`src/rtl/lsu_if.sv`:
```
// Handshake and data-memory bus bundle for the load-store unit.
// master is the LSU side; slave is the execute-stage/memory environment.
interface lsu_if #(parameter int W = 32);
  logic         req_valid_i;
  logic         req_ready_o;
  logic         we_i;
  logic [1:0]   size_i;
  logic         unsigned_i;
  logic [W-1:0] addr_i;
  logic [W-1:0] wdata_i;
  logic         rsp_valid_o;
  logic [W-1:0] rdata_o;
  logic         misaligned_o;
  logic         data_req_o;
  logic         data_gnt_i;
  logic [W-1:0] data_addr_o;
  logic         data_we_o;
  logic [3:0]   data_be_o;
  logic [W-1:0] data_wdata_o;
  logic         data_rvalid_i;
  logic [W-1:0] data_rdata_i;

  modport master (
    input  req_valid_i, we_i, size_i, unsigned_i, addr_i, wdata_i,
           data_gnt_i, data_rvalid_i, data_rdata_i,
    output req_ready_o, rsp_valid_o, rdata_o, misaligned_o,
           data_req_o, data_addr_o, data_we_o, data_be_o, data_wdata_o
  );

  modport slave (
    output req_valid_i, we_i, size_i, unsigned_i, addr_i, wdata_i,
           data_gnt_i, data_rvalid_i, data_rdata_i,
    input  req_ready_o, rsp_valid_o, rdata_o, misaligned_o,
           data_req_o, data_addr_o, data_we_o, data_be_o, data_wdata_o
  );
endinterface

```
`src/rtl/lsu.sv`:
```
// RV32I load-store unit: single-outstanding req/gnt/rvalid data port,
// lane steering for stores, aligned sign/zero extension for loads.
module lsu #(
  parameter int RISCV_WORD_WIDTH = 32
) (
  input  logic clk_i,
  input  logic rst_i,
  lsu_if.master bus
);
  localparam int W = RISCV_WORD_WIDTH;

  localparam logic [1:0] S_IDLE = 2'd0;
  localparam logic [1:0] S_REQ  = 2'd1;
  localparam logic [1:0] S_RESP = 2'd2;
  localparam logic [1:0] S_ERR  = 2'd3;

  logic [1:0]   r_state;
  logic         r_we;
  logic [1:0]   r_size;
  logic         r_uns;
  logic [1:0]   r_off;
  logic [W-1:0] r_addr;
  logic [3:0]   r_be;
  logic [W-1:0] r_wdata;
  logic         r_rsp_valid;
  logic         r_mis;
  logic [W-1:0] r_rdata;

  logic         w_mis;
  logic [3:0]   w_be;
  logic [W-1:0] w_wdata;
  logic [W-1:0] w_shift;
  logic [W-1:0] w_ldata;

  always_comb begin
    w_mis   = 1'b0;
    w_be    = 4'b0000;
    w_wdata = bus.wdata_i;
    case (bus.size_i)
      2'b00: begin
        w_be    = 4'b0001 << bus.addr_i[1:0];
        w_wdata = {4{bus.wdata_i[7:0]}};
      end
      2'b01: begin
        w_mis   = bus.addr_i[0];
        w_be    = 4'b0011 << bus.addr_i[1:0];
        w_wdata = {2{bus.wdata_i[15:0]}};
      end
      2'b10: begin
        w_mis = |bus.addr_i[1:0];
        w_be  = 4'b1111;
      end
      default: w_mis = 1'b1;
    endcase
  end

  // Bring the addressed byte/half down to bit 0 before extending.
  always_comb begin
    w_shift = bus.data_rdata_i >> {r_off, 3'b000};
    case (r_size)
      2'b00:   w_ldata = {{(W-8){~r_uns & w_shift[7]}}, w_shift[7:0]};
      2'b01:   w_ldata = {{(W-16){~r_uns & w_shift[15]}}, w_shift[15:0]};
      default: w_ldata = w_shift;
    endcase
  end

  always_ff @(posedge clk_i) begin
    if (rst_i) begin
      r_state     <= S_IDLE;
      r_we        <= 1'b0;
      r_size      <= 2'b00;
      r_uns       <= 1'b0;
      r_off       <= 2'b00;
      r_addr      <= '0;
      r_be        <= 4'b0000;
      r_wdata     <= '0;
      r_rsp_valid <= 1'b0;
      r_mis       <= 1'b0;
      r_rdata     <= '0;
    end else begin
      r_rsp_valid <= 1'b0;
      r_mis       <= 1'b0;
      case (r_state)
        S_IDLE: if (bus.req_valid_i) begin
          r_size <= bus.size_i;
          r_uns  <= bus.unsigned_i;
          r_off  <= bus.addr_i[1:0];
          if (w_mis) begin
            r_state <= S_ERR;
          end else begin
            // Bus fields only change for accesses that will reach memory.
            r_we    <= bus.we_i;
            r_addr  <= {bus.addr_i[W-1:2], 2'b00};
            r_be    <= w_be;
            r_wdata <= w_wdata;
            r_state <= S_REQ;
          end
        end
        S_REQ: if (bus.data_gnt_i) r_state <= S_RESP;
        S_RESP: if (bus.data_rvalid_i) begin
          r_state     <= S_IDLE;
          r_rsp_valid <= 1'b1;
          r_rdata     <= r_we ? '0 : w_ldata;
        end
        S_ERR: begin
          r_state     <= S_IDLE;
          r_rsp_valid <= 1'b1;
          r_mis       <= 1'b1;
          r_rdata     <= '0;
        end
        default: r_state <= S_IDLE;
      endcase
    end
  end

  assign bus.req_ready_o  = (r_state == S_IDLE);
  assign bus.data_req_o   = (r_state == S_REQ);
  assign bus.data_addr_o  = r_addr;
  assign bus.data_we_o    = r_we;
  assign bus.data_be_o    = r_be;
  assign bus.data_wdata_o = r_wdata;
  assign bus.rsp_valid_o  = r_rsp_valid;
  assign bus.misaligned_o = r_mis;
  assign bus.rdata_o      = r_rdata;
endmodule

```
`src/flat_wrapper.sv`:
```
// flat-port wrapper written by rule: the top's interface ports become plain ports
module lsu_flat 
#(
  parameter int RISCV_WORD_WIDTH = 32
)
  (clk_i, rst_i, bus_req_valid_i, bus_we_i, bus_size_i, bus_unsigned_i, bus_addr_i, bus_wdata_i, bus_data_gnt_i, bus_data_rvalid_i, bus_data_rdata_i, bus_req_ready_o, bus_rsp_valid_o, bus_rdata_o, bus_misaligned_o, bus_data_req_o, bus_data_addr_o, bus_data_we_o, bus_data_be_o, bus_data_wdata_o);
  lsu_if #(.W(32)) bus_i ();
  input  logic clk_i;
  input  logic rst_i;
  input wire logic [$bits(bus_i.req_valid_i)-1:0] bus_req_valid_i;
  input wire logic [$bits(bus_i.we_i)-1:0] bus_we_i;
  input wire logic [$bits(bus_i.size_i)-1:0] bus_size_i;
  input wire logic [$bits(bus_i.unsigned_i)-1:0] bus_unsigned_i;
  input wire logic [$bits(bus_i.addr_i)-1:0] bus_addr_i;
  input wire logic [$bits(bus_i.wdata_i)-1:0] bus_wdata_i;
  input wire logic [$bits(bus_i.data_gnt_i)-1:0] bus_data_gnt_i;
  input wire logic [$bits(bus_i.data_rvalid_i)-1:0] bus_data_rvalid_i;
  input wire logic [$bits(bus_i.data_rdata_i)-1:0] bus_data_rdata_i;
  output wire logic [$bits(bus_i.req_ready_o)-1:0] bus_req_ready_o;
  output wire logic [$bits(bus_i.rsp_valid_o)-1:0] bus_rsp_valid_o;
  output wire logic [$bits(bus_i.rdata_o)-1:0] bus_rdata_o;
  output wire logic [$bits(bus_i.misaligned_o)-1:0] bus_misaligned_o;
  output wire logic [$bits(bus_i.data_req_o)-1:0] bus_data_req_o;
  output wire logic [$bits(bus_i.data_addr_o)-1:0] bus_data_addr_o;
  output wire logic [$bits(bus_i.data_we_o)-1:0] bus_data_we_o;
  output wire logic [$bits(bus_i.data_be_o)-1:0] bus_data_be_o;
  output wire logic [$bits(bus_i.data_wdata_o)-1:0] bus_data_wdata_o;
  assign bus_i.req_valid_i = bus_req_valid_i;
  assign bus_i.we_i = bus_we_i;
  assign bus_i.size_i = bus_size_i;
  assign bus_i.unsigned_i = bus_unsigned_i;
  assign bus_i.addr_i = bus_addr_i;
  assign bus_i.wdata_i = bus_wdata_i;
  assign bus_i.data_gnt_i = bus_data_gnt_i;
  assign bus_i.data_rvalid_i = bus_data_rvalid_i;
  assign bus_i.data_rdata_i = bus_data_rdata_i;
  assign bus_req_ready_o = bus_i.req_ready_o;
  assign bus_rsp_valid_o = bus_i.rsp_valid_o;
  assign bus_rdata_o = bus_i.rdata_o;
  assign bus_misaligned_o = bus_i.misaligned_o;
  assign bus_data_req_o = bus_i.data_req_o;
  assign bus_data_addr_o = bus_i.data_addr_o;
  assign bus_data_we_o = bus_i.data_we_o;
  assign bus_data_be_o = bus_i.data_be_o;
  assign bus_data_wdata_o = bus_i.data_wdata_o;
  lsu #(.RISCV_WORD_WIDTH(RISCV_WORD_WIDTH)) u_core (.clk_i(clk_i), .rst_i(rst_i), .bus(bus_i));
endmodule
```
`config.mk`:
```
export PLATFORM = sky130hd
export DESIGN_NAME = lsu_flat
export DESIGN_NICKNAME = d
export VERILOG_FILES = /design/src/rtl/lsu_if.sv /design/src/rtl/lsu.sv /design/src/flat_wrapper.sv
export SDC_FILE = /design/constraint.sdc
export NUM_CORES = 1
export LEC_CHECK = 0
export ABC_CLOCK_PERIOD_IN_PS = 3000
export CORE_MARGIN = 2
export CORE_UTILIZATION = 46
export DETAILED_ROUTE_END_ITERATION = 10
export GPL_ROUTABILITY_DRIVEN = 0
export PLACE_DENSITY = 0.92
export REMOVE_ABC_BUFFERS = 1
export SYNTH_ARGS = -nofsm -noshare
export SYNTH_HDL_FRONTEND = slang
export SYNTH_SLANG_ARGS = --single-unit
```
`constraint.sdc`:
```
create_clock -name clk_i -period 3 [get_ports clk_i]
set_input_delay 0.3 -clock clk_i [delete_from_list [all_inputs] [get_ports clk_i]]
set_output_delay 0.3 -clock clk_i [all_outputs]
set_load 0.03 [all_outputs]
```
==> run summary, run 1 <==
Post-synthesis instance area -> 4820 um^2
Final #Nets -> 833
Data required time of the critical path -> 2.70 ns
Slowest stage delay, CP -> 0.70 ns
Area fraction of the dominant cell type after synthesis -> 0.448
Number of global-route vias before repair -> 4774
TritonCTS clock tree -> done
Tightest Pin Transition -> 1.35 ns
Distinct cells, synth -> 41
Mapped Cells -> 544
Fin. Hold Viols -> 0
Core area -> 10200 um^2
Post-route insts no fill -> 869
TNS Setup -> 0 ns
Initial DRC count -> 316
Final slew viol count -> 0
Antenna Nets Post-Route -> 0
Num CTS Buffers -> 9
Max Clock Skew -> 0.0130 ns
Post-detail-place hpwl -> 11.0 mm
Pre-antenna DRT Iters -> 7
List of most frequent post-synthesis cells -> nand2_1 (114), dfxtp_1 (108), a21oi_1 (59)
Main synth FF type -> dfxtp_1
Largest net degree at the start of global routing -> 60
Avg WL per Cell -> 17.2 um
Die Ht -> 106 um
Asr flop ratio synth -> 0
Fmax -> 485 MHz
Post-Place Worst Slack -> 0.655 ns
Vias/cell -> 5.53
First-pass GRT wire length -> 23.4 mm
Slew HR -> 0.0968
Post-synthesis sequential area ratio -> 0.448
LEAKAGE -> 2.55 nW
Min-delay worst type -> in -> reg
Top-count cell post-synth -> nand2_1
CTS Sinks -> 108
Ports -> 210
H-tree Lvls -> 3
Clock latency on the worst-skew pair -> 0.35 ns
RSZ-0062 raised after global routing -> no
Critical path class -> reg -> out
Max VDD drop -> 0.304 mV
CTS resizes -> 0
Pwr dens -> 457 nW/um^2
P&R area growth vs syn -> 47.4%
Final setup violation count -> 0
CTS max path bufs -> 2
Die area -> 11300 um^2
Max cap viols -> 0
Initial antenna violation count -> 0
Worst-path clk slew -> 0.11 ns
Area contributors post-synth -> dfxtp_1 (45%), nand2_1 (8.9%), a21oi_1 (6.1%), mux2i_1 (5.0%), mux4_2 (3.7%)
Starting Density -> 0.472
Fin area -> 7110 um^2
Root Buffer -> clkbuf_8
Flops & latches, synth -> 108
Final Cycle Share -> 0.687
CP arrival -> 1.76 ns
Global-route usage over all layers -> 0.256
Buffers on Ports -> 207
Remaining Overflow, GRT -> 0
Final period demand of the worst path -> 2.06 ns
Routed wire length -> 15.0 mm
Postcts setup bufs -> 0
Rows -> 37
Post-synth EDFFs -> 0
Status -> finished, final reports clean
Vias after detailed routing -> 4807
Synth warn -> 0
Syn_area_per_cell -> 8.87 um^2
Die width -> 106 um
CTS Hold Bufs -> 0
Slowest CP cell -> clkdlybuf4s50_1
Worst setup SP type -> flop
Crit path cell chain -> nor2b_1, clkdlybuf4s50_1
Share of layout cells above drive strength 1 -> 0.0846
Crit end category -> output pin
Crit-path max FO -> 8
Dpl cell area -> 6940 um^2
Post-route DRC -> 0
Placed instance count -> 853
Setup ws final -> 0.939 ns
Yosys top cell by area -> dfxtp_1
N_diodes -> 0
## cells in the final DEF (no fill, tap or decap), drive strengths merged, types with 11 or more instances in the layout
cell           instances
a21oi                 59
buf                   15
mux2i                 24
dfxtp                108
clkdlybuf4s50        206
nor2                  39
clkbuf                11
mux2                  15
a22oi                 16
nand2                114
o21ai                 36
## where the power goes
group / internal (mW) / switching (mW) / leakage (nW) / total [mW]
clock: 0.307 / 0.492 / 0.0799 / 0.799
combinational: 0.410 / 0.467 / 1.59 / 0.877
sequential: 1.52 / 0.0554 / 0.879 / 1.57
## worst paths after layout
kind / startpoint / end / slack [ns] / cells past startpoint
worst max-delay path: u_core.r_state[0] / bus_data_req_o / 0.94 / 2
worst min-delay path: rst_i / u_core.bus.rdata_o[6] / 0.35 / 2
worst max register to register: u_core.r_off[0] / u_core.bus.rdata_o[17] / 0.95 / 5
worst min register to register: u_core.bus.data_addr_o[7] / u_core.bus.data_addr_o[7] / 0.46 / 2
## layout make-up
class | count | area (um^2)
fill | 787 | 3120
clock inverter | 5 | 37.5
tap | 136 | 170
multi-input combinational | 384 | 2390
clock buffer | 11 | 131
timing repair buffer | 221 | 2200
inverter | 4 | 15.0
sequential | 108 | 2160
## critical path, delay by kind of cell, from the launching register on
| kind | cells | cell delay (ns) |
|---|---|---|
| and+or+nand+nor | 1 | 0.23 |
| buffers and inverters | 1 | 0.70 |
| DFF | 1 | 0.48 |
## stage by stage
step / utilization / hold WS, ns / total power [mW]
floorplan: - / 0.365 / 2.03
finish: 0.695 / 0.350 / 3.25
global route: 0.695 / 0.361 / 3.39
global placement: 0.678 / 0.441 / 2.44
detailed placement: 0.678 / 0.447 / 2.47
CTS: 0.695 / 0.343 / 3.26
## flip-flops by register name, summed over array words and instances (netlist names), 2 cells and up
name / count
u_core.bus.data_wdata_o: 32
u_core.bus.rdata_o: 32
u_core.bus.data_addr_o: 30
u_core.bus.data_be_o: 4
u_core.r_off: 2
u_core.r_size: 2
u_core.r_state: 2
## per-layer routing
layer | global-route usage | share of wire
met1 | 0.293 | 0.38
met2 | 0.452 | 0.51
met3 | 0.0533 | 0.074
met4 | 0.128 | 0.036
met5 | 0 | 0
## cells by family after synthesis
kind of cell	after synthesis	share of synthesized area
buffers and inverters	53	0.0591
other	1	0.000777
flip-flops	108	0.448
AO/OA/AOI/OAI	151	0.199
AND/OR/NAND/NOR	184	0.170
multiplexers	47	0.123
(Power assumes the default switching activity.)
==> inputs of run 2 (changes only) <==
--- a/config.mk
+++ b/config.mk
@@ -5,12 +5,12 @@
 export SDC_FILE = /design/constraint.sdc
 export NUM_CORES = 1
 export LEC_CHECK = 0
-export ABC_CLOCK_PERIOD_IN_PS = 3000
+export ABC_CLOCK_PERIOD_IN_PS = 1900
 export CORE_MARGIN = 2
-export CORE_UTILIZATION = 46
+export CORE_UTILIZATION = 42
 export DETAILED_ROUTE_END_ITERATION = 10
 export GPL_ROUTABILITY_DRIVEN = 0
-export PLACE_DENSITY = 0.92
+export PLACE_DENSITY = 0.86
 export REMOVE_ABC_BUFFERS = 1
 export SYNTH_ARGS = -nofsm -noshare
 export SYNTH_HDL_FRONTEND = slang
==> constraint.sdc (replaced) <==
create_clock -name clk_i -period 1.9 [get_ports clk_i]
set_input_delay 0.19 -clock clk_i [delete_from_list [all_inputs] [get_ports clk_i]]
set_output_delay 0.19 -clock clk_i [all_outputs]
set_load 0.03 [all_outputs]
==> run 2 against run 1 <==
Die area up 9.2%. Non-clock buffer count grew 12. Design area grew 3.9%. Final cell count rose by 2.2%. Critical path depth stayed put. Wire length is 1.9% lower. Global-route usage down 2.5 points. Via count fell by 0.56%. Sequential power rose by 58%. Largest power group unchanged. Critical endpoint is now bus_req_ready_o. Highest routed layer unchanged. Clock-buffer cell count decreased by 1. Combinational power increased by 60%.
==> run summary, run 2 (same netlist as run 1, synthesis figures left out) <==
Max cap viols -> 0
Final period demand of the worst path -> 1.74 ns
Antenna Nets Post-Route -> 0
CTS Sinks -> 108
Ports -> 210
Most Crowded Layer GR -> met2
Avg WL per Cell -> 16.5 um
Largest net degree at the start of global routing -> 48
Worst-path clk slew -> 0.07 ns
CP delay by family, top -> buffers and inverters
Multi-input gate area -> 2400 um^2
Dpl cell area -> 7060 um^2
Critical path class -> reg -> out
Hold Slack -> 0.385 ns
Die area -> 12400 um^2
Number of global-route vias before repair -> 4791
Max VDD drop -> 0.539 mV
Remaining Overflow, GRT -> 0
First-pass GRT wire length -> 23.6 mm
Setup crit end -> bus_req_ready_o
N_diodes -> 0
Fin. Hold Viols -> 0
CTS max path bufs -> 2
Tightest Pin Transition -> 0.651 ns
Initial DRC count -> 313
Buffers on Ports -> 207
Final slew viol count -> 0
Share of layout cells above drive strength 1 -> 0.103
Fill cell count -> 907
Met3 Usage GRT -> 0.0372
Worst R2R Path Depth -> 5
Slowest stage delay, CP -> 0.68 ns
Root Buffer -> clkbuf_16
Critical path buffers and inverters -> 1
FF-to-FF setup slack -> 0.16 ns
Starting Density -> 0.426
Critical path depth -> 2
Worst setup SP type -> flop
Min-delay worst type -> in -> reg
Worst r2r dst -> u_core.bus.rdata_o[17]
Max Clock Skew -> 0.00798 ns
H-tree Lvls -> 3
Num CTS Buffers -> 9
Global-route usage over all layers -> 0.231
Pre-antenna DRT Iters -> 4
CP arrival -> 1.55 ns
Fmax -> 575 MHz
Reg area -> 2160 um^2
Crit path cell chain -> nor2_1, clkdlybuf4s50_1
Met2 Resource Use GR -> 0.410
Vias/cell -> 5.38
Crit-path max FO -> 9
Slew HR -> 0.564
RSZ-0062 raised after global routing -> no
TritonCTS clock tree -> done
Post-detail-place hpwl -> 10.9 mm
Post-route DRC -> 0
Crit end category -> output pin
GR Layer Usage met1 -> 0.272
Final setup violation count -> 0
Status -> finished, final reports clean
Slowest CP cell -> clkdlybuf4s50_1
Rows -> 39
Core area -> 11300 um^2
P&R area growth vs syn -> 53.1%
Most frequent cells in the layout -> clkdlybuf4s50_1 (205), nand2_1 (114), dfxtp_1 (107)
Data required time of the critical path -> 1.71 ns
Clock latency on the worst-skew pair -> 0.34 ns
Commonest non-fill, non-tap cell in the layout -> clkdlybuf4s50_1
Pwr dens -> 798 nW/um^2
Routed wire length -> 14.7 mm
RR Startpoint -> u_core.r_off[0]
Vias after detailed routing -> 4780
Critical path startpoint -> u_core.r_state[1]
Fin area -> 7380 um^2
Postcts setup bufs -> 0
Initial antenna violation count -> 0
LEAKAGE -> 2.69 nW
Die width -> 111 um
Final Cycle Share -> 0.916
Die Ht -> 111 um
Final #Nets -> 845
## run 2: cell types whose count changed in the layout (fill, tap and decap cells not counted), sizes merged
cell,change
buf,+12
inv,-1
dlygate4sd2,+1
bufinv,+2
clkdlybuf4s50,-1
clkbuf,-1
## run 2: worst min path at each step
| stage | depth (start not counted) | endpoint | slack (ns) | startpoint |
|---|---|---|---|---|
| after CTS | 3 | u_core.r_size[1] | 0.36 | rst_i |
| after global placement | 2 | u_core.bus.data_wdata_o[4] | 0.44 | u_core.bus.data_wdata_o[4] |
| final | 3 | u_core.r_uns | 0.39 | rst_i |
| after floorplan | 1 | u_core.bus.data_wdata_o[21] | 0.25 | rst_i |
| after global routing | 3 | u_core.bus.data_addr_o[10] | 0.39 | bus_addr_i[10] |
| after detailed placement | 2 | u_core.bus.data_addr_o[2] | 0.45 | u_core.bus.data_addr_o[2] |
## run 2: layer usage
layer  part of all wire  up-vias  routed length [um]
met5                  0        -                   0
met4              0.032        0                 466
met3              0.056       35                 820
met2               0.51      181                7440
met1               0.40     2265                5940
li1                   -     2299                   -
## run 2: area by class of cell
type                    instances  area share
clock inverters                 6      0.0120
inverters                       4     0.00203
flip-flops and latches        108       0.293
well taps                     143      0.0242
clock buffers                  10      0.0310
repair buffers                233       0.313
multi-input cells             384       0.324
## run 2: through the flow
stage	power [mW]	cells	TNS, ns	utilization	worst slack, ns
5_1_grt	6.13	888	0	0.652	0.0354
3_3_place_gp	3.89	872	-0.226	0.624	-0.0173
6_report	5.89	888	0	0.652	0.160
4_1_cts	5.93	888	0	0.652	0.0764
2_1_floorplan	3.20	496	-63.35	-	-0.927
3_5_place_dp	3.93	872	-1.74	0.624	-0.115
## run 2: repair_timing
action	4_1_cts	5_1_grt
setup endpoints to repair	1	12
cloned	0	0
endpoints found under the hold margin	0	0
gates resized for setup	1	2
hold buffers	0	0
## run 2: tightest hold or removal path: stages
cell    delay (ns)
buf_4         0.14
buf_4         0.23
nor2_1        0.13
## run 2: report_power, final
| group | switching, mW | total (mW) | internal, mW |
|---|---|---|---|
| clock network | 0.849 | 2.01 | 1.16 |
| registers | 0.0866 | 2.48 | 2.39 |
| logic | 0.734 | 1.40 | 0.671 |
| total | 1.67 | 5.89 | 4.22 |
